<file path="src/rtl/dcm_ctrl_pkg.sv">
// Shared types for the DCM reset controller: FSM state encoding, counter width
// and a saturating increment used by the statistics counters.
package dcm_ctrl_pkg;

  localparam int unsigned CNT_W = 16;

  typedef enum logic [1:0] {
    HOLD      = 2'b00,
    WAIT_LOCK = 2'b01,
    STABLE    = 2'b10,
    RUN       = 2'b11
  } state_e;

  function automatic logic [7:0] sat_inc8(input logic [7:0] v);
    logic [7:0] r;
    if (v == 8'hFF) begin
      r = v;
    end else begin
      r = v + 8'd1;
    end
    return r;
  endfunction

endpackage

</file>
<file path="src/rtl/sync_2ff.sv">
// Two-flop synchronizer for a single asynchronous level, reset low.
// Both flops carry ASYNC_REG so placement keeps them adjacent with no logic between.
module sync_2ff (
  input  logic clk_i,
  input  logic rst_n_i,
  input  logic d_i,
  output logic q_o
);

  (* ASYNC_REG = "TRUE" *) logic meta_q;
  (* ASYNC_REG = "TRUE" *) logic sync_q;

  // Metastability-settling shift pair.
  always_ff @(posedge clk_i or negedge rst_n_i) begin
    if (!rst_n_i) begin
      meta_q <= 1'b0;
      sync_q <= 1'b0;
    end else begin
      meta_q <= d_i;
      sync_q <= meta_q;
    end
  end

  assign q_o = sync_q;

endmodule

</file>
<file path="src/rtl/dcm_reset_ctrl.sv">
// DCM reset sequencer: pulses the DCM reset, waits for a stable lock with a
// timeout/retry loop, then releases downstream reset; counts relocks and timeouts.
module dcm_reset_ctrl
  import dcm_ctrl_pkg::*;
#(
  parameter int unsigned RST_CYCLES     = 8,
  parameter int unsigned TIMEOUT_CYCLES = 65535,
  parameter int unsigned STABLE_CYCLES  = 256
) (
  input  logic       fclk,
  input  logic       rst_n,
  input  logic       locked,
  output logic       dcm_rst,
  output logic       ready,
  output logic       sys_rst_n,
  output logic [7:0] relock_cnt,
  output logic [7:0] fail_cnt
);

  localparam logic [CNT_W-1:0] RST_LAST     = CNT_W'(RST_CYCLES - 1);
  localparam logic [CNT_W-1:0] TIMEOUT_LAST = CNT_W'(TIMEOUT_CYCLES - 1);
  localparam logic [CNT_W-1:0] STABLE_LAST  = CNT_W'(STABLE_CYCLES - 1);

  logic             locked_s;
  state_e           state_q, state_d;
  logic [CNT_W-1:0] cnt_q, cnt_d;
  logic [7:0]       relock_q, relock_d;
  logic [7:0]       fail_q, fail_d;
  logic             dcm_rst_q, dcm_rst_d;
  logic             ready_q, ready_d;

  sync_2ff u_sync_locked (
    .clk_i   (fclk),
    .rst_n_i (rst_n),
    .d_i     (locked),
    .q_o     (locked_s)
  );

  // Next-state, counter and statistics logic.
  always_comb begin
    state_d  = state_q;
    cnt_d    = cnt_q + 16'd1;
    relock_d = relock_q;
    fail_d   = fail_q;
    case (state_q)
      HOLD: begin
        if (cnt_q == RST_LAST) begin
          state_d = WAIT_LOCK;
          cnt_d   = 16'd0;
        end else begin
          state_d = HOLD;
        end
      end
      WAIT_LOCK: begin
        // Lock arriving on the timeout cycle wins over the retry.
        if (locked_s) begin
          state_d = STABLE;
          cnt_d   = 16'd0;
        end else if (cnt_q == TIMEOUT_LAST) begin
          state_d = HOLD;
          cnt_d   = 16'd0;
          fail_d  = sat_inc8(fail_q);
        end else begin
          state_d = WAIT_LOCK;
        end
      end
      STABLE: begin
        if (!locked_s) begin
          state_d = HOLD;
          cnt_d   = 16'd0;
        end else if (cnt_q == STABLE_LAST) begin
          state_d = RUN;
          cnt_d   = 16'd0;
        end else begin
          state_d = STABLE;
        end
      end
      RUN: begin
        if (!locked_s) begin
          state_d  = HOLD;
          cnt_d    = 16'd0;
          relock_d = sat_inc8(relock_q);
        end else begin
          state_d = RUN;
          cnt_d   = cnt_q;
        end
      end
      default: begin
        state_d = HOLD;
        cnt_d   = 16'd0;
      end
    endcase
    // Outputs are registered from the next state so they track the state register glitch-free.
    dcm_rst_d = (state_d == HOLD);
    ready_d   = (state_d == RUN);
  end

  // State, counter, statistics and output registers.
  always_ff @(posedge fclk or negedge rst_n) begin
    if (!rst_n) begin
      state_q   <= HOLD;
      cnt_q     <= 16'd0;
      relock_q  <= 8'd0;
      fail_q    <= 8'd0;
      dcm_rst_q <= 1'b1;
      ready_q   <= 1'b0;
    end else begin
      state_q   <= state_d;
      cnt_q     <= cnt_d;
      relock_q  <= relock_d;
      fail_q    <= fail_d;
      dcm_rst_q <= dcm_rst_d;
      ready_q   <= ready_d;
    end
  end

  assign dcm_rst    = dcm_rst_q;
  assign ready      = ready_q;
  assign sys_rst_n  = ready_q;
  assign relock_cnt = relock_q;
  assign fail_cnt   = fail_q;

endmodule
</file>
<file path="config.mk">
export PLATFORM = sky130hd
export DESIGN_NAME = dcm_reset_ctrl
export DESIGN_NICKNAME = d
export VERILOG_FILES = /design/src/rtl/dcm_ctrl_pkg.sv /design/src/rtl/sync_2ff.sv /design/src/rtl/dcm_reset_ctrl.sv
export SDC_FILE = /design/constraint.sdc
export NUM_CORES = 1
export LEC_CHECK = 0
export CAP_MARGIN = 10
export CORE_UTILIZATION = 25
export CTS_BUF_LIST = sky130_fd_sc_hd__clkbuf_4
export CTS_CLUSTER_SIZE = 14
export DETAILED_ROUTE_END_ITERATION = 12
export HOLD_SLACK_MARGIN = 0.15
export SYNTH_ARGS = -nofsm -noshare
export SYNTH_HDL_FRONTEND = slang
export SYNTH_SLANG_ARGS = --single-unit
export TNS_END_PERCENT = 10
</file>
<file path="constraint.sdc">
create_clock -name fclk -period 5.6 [get_ports fclk]
set_input_delay 1.12 -clock fclk [delete_from_list [all_inputs] [get_ports fclk]]
set_output_delay 1.12 -clock fclk [all_outputs]
set_load 0.1 [all_outputs]
</file>
* After elaboration in Yosys (flattened, before gate mapping)
Cells that the tools add are included.
Widths: inputs -> output; s select.
** Storage, ports and cells
- Memories :: 0
- Bits of input ports :: 3
- Bits in latches :: 0
- Bits in read-only memories :: 0
- Logic and storage cells :: 42
- Memory bits (writable) :: 0
- Output and inout port bits :: 19
- Register bits after elaboration :: 38
** Cells by class
- Reductions and logical operators :: 4
- $mul :: 0
- Divide/modulo/power cells :: 0
- Equal/unequal tests :: 10
- $add $sub $neg :: 3
- Bitwise gates (word level) :: 3
- Muxes and demuxes :: 14
- Shifts and indexed selects :: 0
- Order comparisons :: 0
** Operators by type and width (count)
- $mux 16 :: 6
- $pmux 16 s4 :: 1
- $add 16x1->16 const B :: 1
- $add 8x1->8 const B :: 2
- $eq 16x16->1 const B :: 1
- $eq 16x3->1 const B :: 1
- $eq 16x8->1 const B :: 1
- $eq 8x8->1 const B :: 2
- $pmux 2 s4 :: 1
- $eq 2x2->1 const B :: 3
- $mux 2 :: 3
- $logic_not 2->1 :: 2
- $reduce_and 4->1 :: 1
- $mux 1 :: 3
- $not 1->1 :: 3
- $reduce_and 3->1 :: 1
- $eq 2x1->1 const B :: 1
- $ne 2x2->1 const B :: 1

* Longest topological paths before layout
Gate-level depths: netlist of the first run.
- Depth in word-level cells :: 5
- Depth in mapped cells :: 8
- Depth with buffers taken out :: 7

* Cells and area by module
A second synthesis of the first run with hierarchy kept.
** Unflattened totals
- Cell total of the unflattened synthesis :: 192
- Area, all modules :: 1950.6 µm²
** By module, submodules not included
- dcm_reset_ctrl :: cells an instance 190, sequential area each 902.1 µm², times used 1, area an instance 1900.6 µm²
- sync_2ff :: cells an instance 2, sequential area each 50.0 µm², times used 1, area an instance 50.0 µm²

* Least setup slack after synthesis of the first run
Ideal clock, no wire load.
- Kind :: register -> output
- Start point :: register ready_q (netlist: ready)
- End point :: output port sys_rst_n
- Arrival time :: 1.324 ns
- Buffers on the path :: 1
- Setup slack :: 3.156 ns
- Data required time :: 4.480 ns
- Stages on the path, launching flop included :: 2
- Path through :: dfrtp_1 buf_4
** RTL lines
- from (decl) :: RTL line dcm_reset_ctrl.sv:30 : logic ready_q, ready_d;
- from (signal assigned) :: RTL line dcm_reset_ctrl.sv:113 : ready_q <= ready_d;
- to (decl) :: RTL line dcm_reset_ctrl.sv:15 : output logic sys_rst_n,
No word-level cell between the ends.

* Final worst setup path of the first run
- Start point :: register dcm_rst_q (netlist: dcm_rst)
- End point :: output port dcm_rst
** RTL lines
- from (decl) :: RTL line dcm_reset_ctrl.sv:29 : logic dcm_rst_q, dcm_rst_d;
- from (signal assigned) :: RTL line dcm_reset_ctrl.sv:112 : dcm_rst_q <= dcm_rst_d;
- to (decl) :: RTL line dcm_reset_ctrl.sv:13 : output logic dcm_rst,
No word-level cell between the ends.

==> results of run 1 <==
[stage by stage]
stage               worst slack [ns]  utilization
CTS                             2.46        0.301
global placement                2.86        0.294
floorplan                       3.16            -
detailed placement              2.86        0.294
finish                          2.48        0.301
global route                    2.42        0.301
[state kept, by name, indices dropped and copies added (netlist names)]
signal	cells
cnt_q	16
state_q	2
ready	1
fail_cnt	8
u_sync_locked.meta_q	1
dcm_rst	1
relock_cnt	8
u_sync_locked.q_o	1
[logic make-up (layout without fill, tap and decap cells)]
| kind of cell | Yosys count | after routing | share of synthesized area |
|---|---|---|---|
| AND/OR/NAND/NOR | 88 | 88 | 0.246 |
| flip-flops | 38 | 38 | 0.468 |
| AO/OA/AOI/OAI | 35 | 35 | 0.134 |
| buffers and inverters | 17 | 33 | 0.0424 |
| XOR/XNOR | 16 | 16 | 0.0688 |
| adder cells (fa/ha/maj) | 4 | 4 | 0.0246 |
| multiplexers | 3 | 3 | 0.0166 |
[synthesized netlist by cell type (2+ instances only)]
cell type	count	share of area
or3_1	4	0.012
inv_1	4	0.0074
a41oi_1	2	0.0086
and4_1	3	0.013
mux2_2	2	0.011
buf_4	2	0.0074
buf_2	6	0.015
nand2_1	21	0.039
xor2_1	12	0.052
nor3_2	2	0.0098
a21o_1	3	0.011
and2_1	4	0.012
nor3_1	4	0.0098
dfrtp_1	37	0.45
a221o_1	8	0.039
nand4_1	11	0.034
clkbuf_1	3	0.0055
nor4_2	2	0.012
o21ai_0	4	0.0098
nor2_1	16	0.030
a22oi_1	3	0.011
xnor2_1	4	0.017
or4b_1	2	0.0098
ha_1	4	0.025
and3_1	3	0.0092
a22o_1	3	0.013
a21oi_1	7	0.017
nand3_1	8	0.020
[metal layers]
| layer | track usage | vias to the layer above | wire length, um |
|---|---|---|---|
| li1 | - | 768 | - |
| met4 | 0.0273 | 0 | 30 |
| met5 | 0 | - | 0 |
| met1 | 0.145 | 759 | 2040 |
| met2 | 0.169 | 21 | 1800 |
| met3 | 0.0249 | 5 | 117 |
[worst paths after layout]
path / startpoint / to / slack [ns] / depth (start not counted)
worst min-delay path: u_sync_locked.meta_q$_DFF_PN0_ / u_sync_locked.q_o$_DFF_PN0_ / 0.36 / 0
worst min register to register: u_sync_locked.meta_q$_DFF_PN0_ / u_sync_locked.q_o$_DFF_PN0_ / 0.36 / 0
max in group asynchronous: rst_n / fail_cnt[4]$_DFFE_PN0P_ / 4.22 / 1
worst max register to register: cnt_q[11]$_DFFE_PN0P_ / cnt_q[14]$_DFFE_PN0P_ / 3.08 / 5
min in group asynchronous: rst_n / cnt_q[6]$_DFFE_PN0P_ / 0.86 / 1
worst max-delay path: dcm_rst$_DFF_PN1_ / dcm_rst / 2.48 / 1
[cell type report]
cell class | instances | area [um^2] | share of cell area
clock inverter | 3 | 16.3 | 0.00692
inverter | 4 | 15.0 | 0.00639
clock buffer | 5 | 37.5 | 0.0160
tap | 102 | 128 | 0.0543
multi-input combinational | 146 | 997 | 0.424
sequential | 38 | 952 | 0.405
timing repair buffer | 21 | 205 | 0.0873
[report_power, final]
part	leakage [nW]	internal (W)	switching, W
Sequential	0.513	0.000310	0.0000461
Combinational	0.512	0.0000854	0.000179
Clock	0.0286	0.0000467	0.0000926
Total	1.05	0.000442	0.000318
==> run metrics, run 1 <==
Placed Instance Area=approximately 2300 um^2; CTS tree=built; commonest non-fill, non-tap cells in the layout=dfrtp_1 (37), nand2_1 (21), clkdlybuf4s50_1 (20), nor2_1 (16), xor2_1 (12); Remaining DRCs=0; Syn Inst Count=201; Final period util=0.558; layout cells sized above 1=0.0876; max-slew violations=0; Longest Clk Path Bufs=2; clk root buf=clkbuf_4; Post-synth top flop=dfrtp_1; port buffer count=21; Distinct cells, synth=between 40 and 50; vias in the first global route=1547; CTS Sinks=38; hold buffer count at CTS=0; Clock Skew=0.00976 ns; Final ANT Viol Nets=0; power density over cell area=323 nW/um^2; Area Overhead vs Synth=15.5%; Leak Pwr=between 1 and 1.5 nW; Via Count=1553; core area=just under 8000 um^2; Final Hold Viols=0; Max Cap Viol=0; DIE HEIGHT=between 90 and 100 um; CP bufs+invs=1; GRT Total Usage=0.106; Cell Rows=32; mapped cell area=2040 um^2; post-synthesis sequential area ratio=0.468; Tmin final=3.12 ns; die area=8510 um^2; Die Width=roughly 90 um; final WL=3.98 mm; Max Fanout on Critical Path=1; Post-Layout Cell Count=approximately 320; via/cell ratio=roughly 5; RD Place Congestion=0.743; worst-margin pin slew=a little under 1 ns; Setup Fix Bufs, Post-CTS=0; initial core utilization=0.261; Fmax=~320 MHz; mean post-synth cell area=approximately 10 um^2; Iteration-0 DRC Markers=103; worst hold margin=0.358 ns; num ports=22; H-tree Lvls=2; worst skew pair latency=0.34 ns; clock transition at the registers of the reported paths=about 0.12 ns; status=finished clean; synth warn=0; #FFs+latches synth=38; Peak VDD IR=0.173 mV; TritonCTS Buffers=5; final instance area=about 2400 um^2; post-route setup TNS=0 ns; kind of critical path=reg -> out; initial antenna violation count=0; crit path launch type=flop; Fill cells=816; RSZ-0062 raised after global routing=false; post-route total power=0.000760 W; CTS-repair resized insts=0; drt first pass iters=4; syn nets=208; number of inserted diodes=0; WP data required=around 4.5 ns; CP max stage delay=about 1.1 ns; CP cell instances=clkdlybuf4s50_1; commonest non-fill, non-tap cell in the layout=dfrtp_1; GRT overflow=0; largest net degree at the start of global routing=39; CP max-delay cell=clkdlybuf4s50_1; ys async rst share=1.00; Post-synth EDFFs=0; nets=223; arrival time worst endpoint=roughly 2.0 ns; routed len/inst=12.5 um; placed cells=approximately 310; first-pass GRT wire length=7.34 mm; Setup Viol. Count Final=0; worst min path class=reg -> reg; crit path capture type=primary output; hpwl dp=between 2 and 3 mm; Slew HR=0.348; Crit path max-delay family=buffers and inverters
Power figures use the tool's default switching activity.
==> inputs of run 2 (changes only) <==
- clock period: 5.6 -> 2.7 ns (I/O delays scaled with it)
==> run 2 against run 1 <==
Cell area shrank 0.37%; global-route usage is essentially flat; via count shrank 2.1%; critical endpoint is now cnt_q[0]$_DFFE_PN0P_.
==> run metrics, run 2 (synthesized netlist as in run 1, its figures left out) <==
worst min path class=in -> async (was reg -> reg); clock transition at the registers of the reported paths=0.12 ns (about the same); via/cell ratio=4.74 (was 4.87); port buffer count=21 (unchanged); kind of critical path=reg -> reg (was reg -> out); post-route setup TNS=0 ns (unchanged); Clock Skew=0.00975 ns (was 0.00976 ns); Setup Viol. Count Final=0 (unchanged); Area Overhead vs Synth=15.1% (was 15.5%); Fmax=461 MHz; final WL=4.04 mm (was 3.98 mm); Iteration-0 DRC Markers=77 (was 103); max-slew violations=0 (unchanged); GRT Total Usage=0.107 (was 0.106); first-pass GRT wire length=7.17 mm (was 7.34 mm); CTS Sinks=38 (unchanged); routed len/inst=12.6 um (was 12.5 um); status=finished clean (unchanged); RD Place Congestion=0.800 (was 0.743); Final ANT Viol Nets=0 (unchanged); Die Width=92.2 um (unchanged); die area=8510 um^2 (unchanged); CTS-repair resized insts=0 (unchanged); num ports=22 (unchanged); WP data required=3.00 ns (was 4.48 ns); Remaining DRCs=0 (unchanged); Max Fanout on Critical Path=12 (was 1); Crit path max-delay family=compound AO/OA/AOI/OAI gates (was buffers and inverters); Post-Layout Cell Count=321 (was 319); core area=7810 um^2 (unchanged); nets=225 (was 223); TritonCTS Buffers=5 (unchanged); CP cell instances=ha_1, and3_1, a41oi_1, a2bb2oi_2, a21oi_2, mux2_2 (was clkdlybuf4s50_1); DIE HEIGHT=92.2 um (unchanged); initial core utilization=0.261 (unchanged); max FFs per register=16 (unchanged); Longest Clk Path Bufs=2 (unchanged); crit path capture type=flop (was primary output); Cell Rows=32 (unchanged); commonest non-fill, non-tap cell in the layout=dfrtp_1 (unchanged); Peak VDD IR=0.319 mV (was 0.173 mV); drt first pass iters=4 (unchanged); clk root buf=clkbuf_4 (unchanged); worst skew pair latency=0.36 ns (was 0.34 ns); commonest non-fill, non-tap cells in the layout=dfrtp_1 (37), nand2_1 (21), buf_4 (21), nor2_1 (16), xor2_1 (12) (was dfrtp_1 (37), nand2_1 (21), clkdlybuf4s50_1 (20), nor2_1 (16), xor2_1 (12)); Final Hold Viols=0 (unchanged); H-tree Lvls=2 (unchanged); Largest Register=cnt_q (unchanged); Max Cap Viol=0 (unchanged); hpwl dp=2.78 mm (was 2.75 mm); Slew HR=0.435 (was 0.348); GRT overflow=0 (unchanged); number of inserted diodes=0 (unchanged); vias in the first global route=1503 (was 1547); Setup Fix Bufs, Post-CTS=0 (unchanged); Leak Pwr=1.12 nW (was 1.05 nW); Via Count=1521 (was 1553); Tmin final=2.17 ns; CP max-delay cell=a21oi_2 (was clkdlybuf4s50_1); RSZ-0062 raised after global routing=false (unchanged); initial antenna violation count=0 (unchanged); CP bufs+invs=0 (was 1); post-route total power=0.00170 W (was 0.000760 W); worst-margin pin slew=0.848 ns (was 0.975 ns); arrival time worst endpoint=2.47 ns (was 2.00 ns); CTS tree=built (unchanged); power density over cell area=724 nW/um^2 (was 323 nW/um^2); hold buffer count at CTS=0 (unchanged); placed cells=313 (was 311); largest net degree at the start of global routing=39 (unchanged); CP max stage delay=0.49 ns (was 1.13 ns); layout cells sized above 1=0.187 (was 0.0876); crit path launch type=flop (unchanged); Final period util=0.804
run 2: cell count changes in the layout (fill, tap and decap cells not counted), sizes merged:
| cell | before | now |
|---|---|---|
| clkinvlp | 1 | 0 |
| clkdlybuf4s50 | 20 | 1 |
| buf | 1 | 22 |
| bufinv | 0 | 1 |
run 2: layout make-up:
class | instances | area [um^2]
clock buffer | 5 | 37.5
clock inverter | 3 | 40.0
fill | 802 | 5470
inverter | 4 | 15.0
multi-input combinational | 146 | 997
sequential | 38 | 952
tap | 102 | 128
timing repair buffer | 23 | 173
run 2: stage by stage:
stage                     hold slack, ns  instance area (um^2)  setup slack (ns)  utilization
after floorplan                    0.244                  2040             0.466            -
after global placement             0.337                  2260             0.647        0.290
after detailed placement           0.336                  2260             0.545        0.290
after CTS                          0.294                  2340             0.517        0.300
after global routing               0.331                  2340             0.373        0.300
final                              0.271                  2340             0.529        0.300
run 2: routing by layer:
layer | vias to the layer above | track usage | part of all wire
li1 | 766 | - | -
met1 | 724 | 0.143 | 0.52
met2 | 26 | 0.161 | 0.43
met3 | 5 | 0.0299 | 0.039
met4 | 0 | 0.0443 | 0.0092
met5 | - | 0 | 0
run 2: path summary, 6_finish.rpt:
kind                       depth (start not counted)  slack [ns]                      startpoint                     endpoint
max                                                6        0.53            cnt_q[1]$_DFFE_PN0P_         cnt_q[0]$_DFFE_PN0P_
min                                                1        0.27                           rst_n         cnt_q[3]$_DFFE_PN0P_
max reg2reg                                        6        0.53            cnt_q[1]$_DFFE_PN0P_         cnt_q[0]$_DFFE_PN0P_
min reg2reg                                        0        0.36  u_sync_locked.meta_q$_DFF_PN0_  u_sync_locked.q_o$_DFF_PN0_
max in group asynchronous                          1        1.88                           rst_n        cnt_q[10]$_DFFE_PN0P_
min in group fclk                                  0        0.36  u_sync_locked.meta_q$_DFF_PN0_  u_sync_locked.q_o$_DFF_PN0_
run 2: where the power goes:
part	internal (W)	switching, W
Sequential	0.000643	0.0000990
Clock	0.000192	0.000199
Combinational	0.000192	0.000371
Total	0.00103	0.000669
